**config.mk**
```make
export PLATFORM = sky130hd
export DESIGN_NAME = io_sequencer
export DESIGN_NICKNAME = d
export VERILOG_FILES = /design/src/rtl/io_pkg.sv /design/src/rtl/edge_pulse.sv /design/src/rtl/io_sequencer.sv
export SDC_FILE = /design/constraint.sdc
export NUM_CORES = 1
export LEC_CHECK = 0
export ABC_AREA = 1
export BUFFER_PORTS_ARGS = -buffer_cell sky130_fd_sc_hd__buf_2
export CAP_MARGIN = 20
export CORE_AREA = 5 5 66 113
export DETAILED_ROUTE_END_ITERATION = 8
export DIE_AREA = 0 0 71 118
export PLACE_DENSITY = 0.93
export SLEW_MARGIN = 20
export SYNTH_ARGS = -nofsm -noshare
export SYNTH_HDL_FRONTEND = slang
export SYNTH_SLANG_ARGS = --single-unit
export TNS_END_PERCENT = 30
```
**constraint.sdc**
```tcl
create_clock -name clk -period 3 [get_ports clk]
set_input_delay 0.45 -clock clk [delete_from_list [all_inputs] [get_ports clk]]
set_output_delay 0.45 -clock clk [all_outputs]
set_load 0.005 [all_outputs]
```
**src/rtl/io_pkg.sv**
```systemverilog
// Shared types and constants for the board I/O sequencer.
package io_pkg;

    typedef enum logic [1:0] {
        RUN     = 2'b00,
        WAIT_IN = 2'b01,
        SHOW    = 2'b10,
        ERR     = 2'b11
    } io_state_t;

    localparam logic [31:0]   ERR_CODE          = 32'hDEAD_0000;
    localparam int unsigned   BLINK_DIV_DEFAULT = 12_500_000;
    localparam int unsigned   TIMEOUT_DEFAULT   = 50_000_000;

endpackage

```
**src/rtl/edge_pulse.sv**
```systemverilog
// Registered rising-edge detector for a debounced level; one pulse per press.
module edge_pulse (
    input  logic clk,
    input  logic rst_n,
    input  logic i_level,
    output logic o_pulse_c
);

    logic r_level_q;

    always_ff @(posedge clk or negedge rst_n) begin
        if (!rst_n) begin
            r_level_q <= 1'b0;
        end else begin
            r_level_q <= i_level;
        end
    end

    assign o_pulse_c = i_level & ~r_level_q;

endmodule

```
**src/rtl/io_sequencer.sv**
```systemverilog
// Handshake FSM between board switches/button/display and the CPU I/O port.
// Optional watchdog into ERR is enabled with `define IOSEQ_WATCHDOG_EN.
module io_sequencer
    import io_pkg::*;
#(
    parameter int unsigned DATA_W    = 32,
    parameter int unsigned IN_W      = 8,
    parameter int unsigned BLINK_DIV = BLINK_DIV_DEFAULT,
    parameter int unsigned TIMEOUT   = TIMEOUT_DEFAULT
) (
    input  logic              clk,
    input  logic              rst,
    input  logic              confirm,
    input  logic [IN_W-1:0]   switch,
    input  logic              cpu_rd_req,
    input  logic              cpu_wr_req,
    input  logic [DATA_W-1:0] cpu_wr_data,
    output logic [DATA_W-1:0] cpu_rd_data,
    output logic              cpu_stall,
    output logic [DATA_W-1:0] disp_data,
    output logic              disp_valid,
    output logic [1:0]        state,
    output logic              waiting_led
);

    localparam int unsigned BLINK_W = (BLINK_DIV > 1) ? $clog2(BLINK_DIV) : 1;

    io_state_t           r_state;
    logic                r_stall;
    logic [DATA_W-1:0]   r_rd_data;
    logic [DATA_W-1:0]   r_disp_data;
    logic                r_disp_valid;
    logic                r_led;
    logic [BLINK_W-1:0]  r_blink_cnt;
    logic                w_conf_pulse;
`ifdef IOSEQ_WATCHDOG_EN
    logic [31:0]         r_wd_cnt;
`else
    logic                w_unused_timeout;
    assign w_unused_timeout = ^TIMEOUT;
`endif

    edge_pulse u_confirm_edge (
        .clk       (clk),
        .rst_n     (rst),
        .i_level   (confirm),
        .o_pulse_c (w_conf_pulse)
    );

    // Stall is written alongside every state change so both move on the same edge.
    always_ff @(posedge clk or negedge rst) begin
        if (!rst) begin
            r_state      <= RUN;
            r_stall      <= 1'b0;
            r_rd_data    <= '0;
            r_disp_data  <= '0;
            r_disp_valid <= 1'b0;
            r_led        <= 1'b0;
            r_blink_cnt  <= '0;
`ifdef IOSEQ_WATCHDOG_EN
            r_wd_cnt     <= '0;
`endif
        end else begin
            case (r_state)
                WAIT_IN: begin
                    if (w_conf_pulse) begin
                        r_rd_data   <= DATA_W'(switch);
                        r_state     <= RUN;
                        r_stall     <= 1'b0;
                        r_led       <= 1'b0;
                        r_blink_cnt <= '0;
                    end else if (r_blink_cnt == BLINK_W'(BLINK_DIV - 1)) begin
                        r_blink_cnt <= '0;
                        r_led       <= ~r_led;
                    end else begin
                        r_blink_cnt <= r_blink_cnt + BLINK_W'(1);
                    end
                end
                SHOW: begin
                    if (w_conf_pulse) begin
                        r_state <= RUN;
                        r_stall <= 1'b0;
                    end
                end
`ifdef IOSEQ_WATCHDOG_EN
                ERR: begin
                    if (w_conf_pulse) begin
                        r_state  <= RUN;
                        r_stall  <= 1'b0;
                        r_wd_cnt <= '0;
                    end
                end
`endif
                // RUN; without the watchdog ERR is unreachable and behaves as RUN
                default: begin
                    if (cpu_wr_req) begin
                        r_disp_data  <= cpu_wr_data;
                        r_disp_valid <= 1'b1;
                        r_state      <= SHOW;
                        r_stall      <= 1'b1;
`ifdef IOSEQ_WATCHDOG_EN
                        r_wd_cnt     <= '0;
`endif
                    end else if (cpu_rd_req) begin
                        r_state      <= WAIT_IN;
                        r_stall      <= 1'b1;
`ifdef IOSEQ_WATCHDOG_EN
                        r_wd_cnt     <= '0;
`endif
                    end
`ifdef IOSEQ_WATCHDOG_EN
                    else if (r_wd_cnt == 32'(TIMEOUT - 1)) begin
                        r_disp_data  <= DATA_W'(ERR_CODE);
                        r_disp_valid <= 1'b1;
                        r_state      <= ERR;
                        r_stall      <= 1'b1;
                        r_wd_cnt     <= '0;
                    end else begin
                        r_wd_cnt     <= r_wd_cnt + 32'd1;
                    end
`endif
                end
            endcase
        end
    end

    assign state       = r_state;
    assign cpu_stall   = r_stall;
    assign cpu_rd_data = r_rd_data;
    assign disp_data   = r_disp_data;
    assign disp_valid  = r_disp_valid;
    assign waiting_led = r_led;

endmodule

```
==> impl_metrics.env <==
export IMPL_clock_root_buffer="clkbuf_16"
export IMPL_period_needed_ns=2.131
export IMPL_worstSetupEndpointType="register"
export IMPL_drc=0
export IMPL_row_count=39
export IMPL_drtIter0Drc=143
export IMPL_worst_setup_path_type="reg -> reg"
export IMPL_dieArea_um2=8378
export IMPL_grt_pass1_wl_um=15310
export IMPL_cts_buffers=9
export IMPL_fmax_mhz=469.3
export IMPL_yosys_warnings=0
export IMPL_rr_startpoint="state[1]"
export IMPL_min_path_cells=1
export IMPL_timing_setup_tns_ns=0
export IMPL_critPathLaunch="state[1]"
export IMPL_drtPass1Iterations=5
export IMPL_syn_area_um2=3367
export IMPL_antenna_cells=0
export IMPL_cts_sinks=70
export IMPL_io_buffer_count=89
export IMPL_avgSynthCellArea_um2=9.874
export IMPL_setup_viol=0
export IMPL_gr_total_overflow=0
export IMPL_vias=2796
export IMPL_antenna_found_initial=0
export IMPL_via_per_inst=5.326
export IMPL_finalWirelength_um=9441
export IMPL_cp_required_ns=3.25
export IMPL_dp_cells=508
export IMPL_synthCells=341
export IMPL_routabilityCongestion=0.9137
export IMPL_wl_per_cell_um=17.98
export IMPL_grt_pass1_vias=3081
export IMPL_leakage_nw=2.075
export IMPL_hp_class="in -> reg"
export IMPL_die_w_um=71
export IMPL_area_growth_synth_to_final_pct=21.93
export IMPL_tightest_slew_ns=0.7661
export IMPL_nNetsFinal=485
export IMPL_final_hold_viol_count=0
export IMPL_dp_hpwl_um=6165
export IMPL_grt_start_max_net_pins=36
export IMPL_relSlewSlack_pct=48.80
export IMPL_powerDensity_nw_per_um2=981.7
export IMPL_utilization_pct=63.73
export IMPL_finalCritPeriodShare_pct=71.04
export IMPL_die_h_um=118
export IMPL_yosysSeqAreaShare_pct=52.03
export IMPL_r2r_slack_ns=0.87
export IMPL_grt_usage_pct=23.64
export IMPL_post_cts_resized=0
export IMPL_start_util_pct=52.27
export IMPL_critPathMaxStageDelay_ns=0.48
export IMPL_cts_setup_buffers=0
export IMPL_clk_latency_ns=0.34
export IMPL_cts_tree="done"
export IMPL_fin_skew_ns=0.005181
export IMPL_coreArea_um2=6441
export IMPL_postRouteAntennaNets=0
export IMPL_startpoint_type="register"
export IMPL_arrival_ns=2.38
export IMPL_final_max_slew_viol_count=0
export IMPL_clockBufferDepth=2
export IMPL_rsz0062_at_grt="false"
export IMPL_ys_seq_elements=70
export IMPL_clk_pin_slew_worst_paths_ns=0.06
export IMPL_crit_chain="inv_1 -> ha_1 -> nand2_1 -> nor2_4 -> nand3_1 -> nor2_2 -> nand2_1 -> nand2_1 -> nand2_1 -> nor2_1"
export IMPL_crit_fanout=12
export IMPL_crit_end="r_blink_cnt[19]"
export IMPL_io_pins=114
export IMPL_status="finished, final reports clean"
export IMPL_rr_endpoint="r_blink_cnt[19]"
export IMPL_htreeDepth=3
export IMPL_stdcell_count=525
export IMPL_ys_types=31
export IMPL_layout_drive_gt1_share_pct=35.89
export IMPL_worstRegToRegCells=10
export IMPL_cap_violations=0
export IMPL_ir_drop_mv=0.8917
export IMPL_critPathMostFrequentCell="nand2_1"
export IMPL_p_total_mw=4.030
export IMPL_cpMaxStageDelayCell="ha_1"
[power by group]
part	total, mW	switching [mW]	leakage [nW]	internal [mW]
Clock	0.988	0.408	0.124	0.580
Combinational	1.31	0.634	1.09	0.681
Sequential	1.73	0.359	0.858	1.37
Total	4.03	1.40	2.07	2.63
[flip-flops by register name, summed over array words and instances, names as in the netlist]
register and cells:
r_blink_cnt 24, disp_data 32, u_confirm_edge.r_level_q 1, waiting_led 1, cpu_rd_data 8, cpu_stall 1, state 2, disp_valid 1
[cell usage in the layout (no fill, tap or decap), types with 2 or more instances in the layout]
master       n
buf_2       89
dfrtp_1     70
nand2_1     67
nor2_1      47
mux2_2      40
inv_1       29
conb_1      24
nand3_1     13
clkbuf_16    9
xor2_1       6
nand4_1      6
clkinvlp_4   4
nor2_2       3
nor2_4       3
xnor2_1      3
o21ai_0      3
nand2_2      2
o22ai_1      2
o21bai_1     2
o31ai_1      2
ha_1         2
buf_4        2
[cell type report]
class                   instances  area (µm²)
flip-flops and latches         70        1752
multi-input cells             234        1368
fillers                       464        2336
inverters                      30       115.1
well taps                      82       102.6
clock inverters                 5       35.03
repair buffers                 93       490.5
clock buffers                  11       242.7
[per-layer routing]
metal / up-vias / track usage [%] / part of all wire, %
li1: 1233 / - / -
met3: 47 / 7.607 / 9.6
met5: - / 0 / 0
met4: 0 / 11.76 / 4.1
met1: 1324 / 24.33 / 33
met2: 192 / 41.80 / 53
[how the worst min path moves through the flow]
| stage | slack, ns | endpoint | from |
|---|---|---|---|
| after floorplan | 0.15 | cpu_rd_data[0] | rst |
| after global placement | 0.32 | disp_data[26] | rst |
| after detailed placement | 0.33 | disp_data[26] | rst |
| after CTS | 0.26 | u_confirm_edge.r_level_q | confirm |
| after global routing | 0.26 | u_confirm_edge.r_level_q | confirm |
| final | 0.27 | u_confirm_edge.r_level_q | confirm |
[per-stage QoR]
step,hold slack (ns),cell area [µm²],setup slack (ns)
2_1_floorplan,0.1544,3453,1.390
3_3_place_gp,0.3249,3817,1.043
3_5_place_dp,0.3308,3817,0.9421
4_1_cts,0.2605,4105,0.9007
5_1_grt,0.2637,4105,0.7540
6_report,0.2718,4105,0.8689
[cell families after synthesis]
group / after synthesis / synth area share (%)
DFF: 70 / 52.03
xor gates and xnor gates: 9 / 2.341
other: 1 / 0.1114
muxes: 40 / 13.38
buffers and inverters: 60 / 9.922
adders and majority gates: 2 / 0.7431
and+or+nand+nor: 147 / 19.10
AOI/OAI and AO/OA: 12 / 2.378
[timing repair]
item,CTS,global route
hold endpoints to repair,10,0
endpoints found under the setup margin,0,0
hold buffers,1,0
[synthesized netlist by cell type, drive strengths merged]
master	instances	share of area (%)
or2	1	0.19
a22o	1	0.26
mux2	40	13
xor2	6	1.6
nand2	70	8.2
inv	30	3.4
nand3b	1	0.22
a21o	1	0.22
xnor2	3	0.78
buf	30	6.5
o21bai	2	0.45
conb	1	0.11
nor3	1	0.15
nand4	6	1.1
ha	2	0.74
a31oi	1	0.19
nor3b	1	0.22
nor2	53	6.8
o22ai	2	0.37
dfrtp	70	52
o31ai	2	0.45
nand3	14	2.2
o21ai	3	0.45
[worst max-delay path: cells and delay by family (launching register included)]
family | cells | cell delay (ns)
adders and majority gates | 1 | 0.48
buffers and inverters | 1 | 0.08
DFF | 1 | 0.40
and+or+nand+nor | 8 | 1.09
No activity file was read; power rests on OpenSTA's default activity.
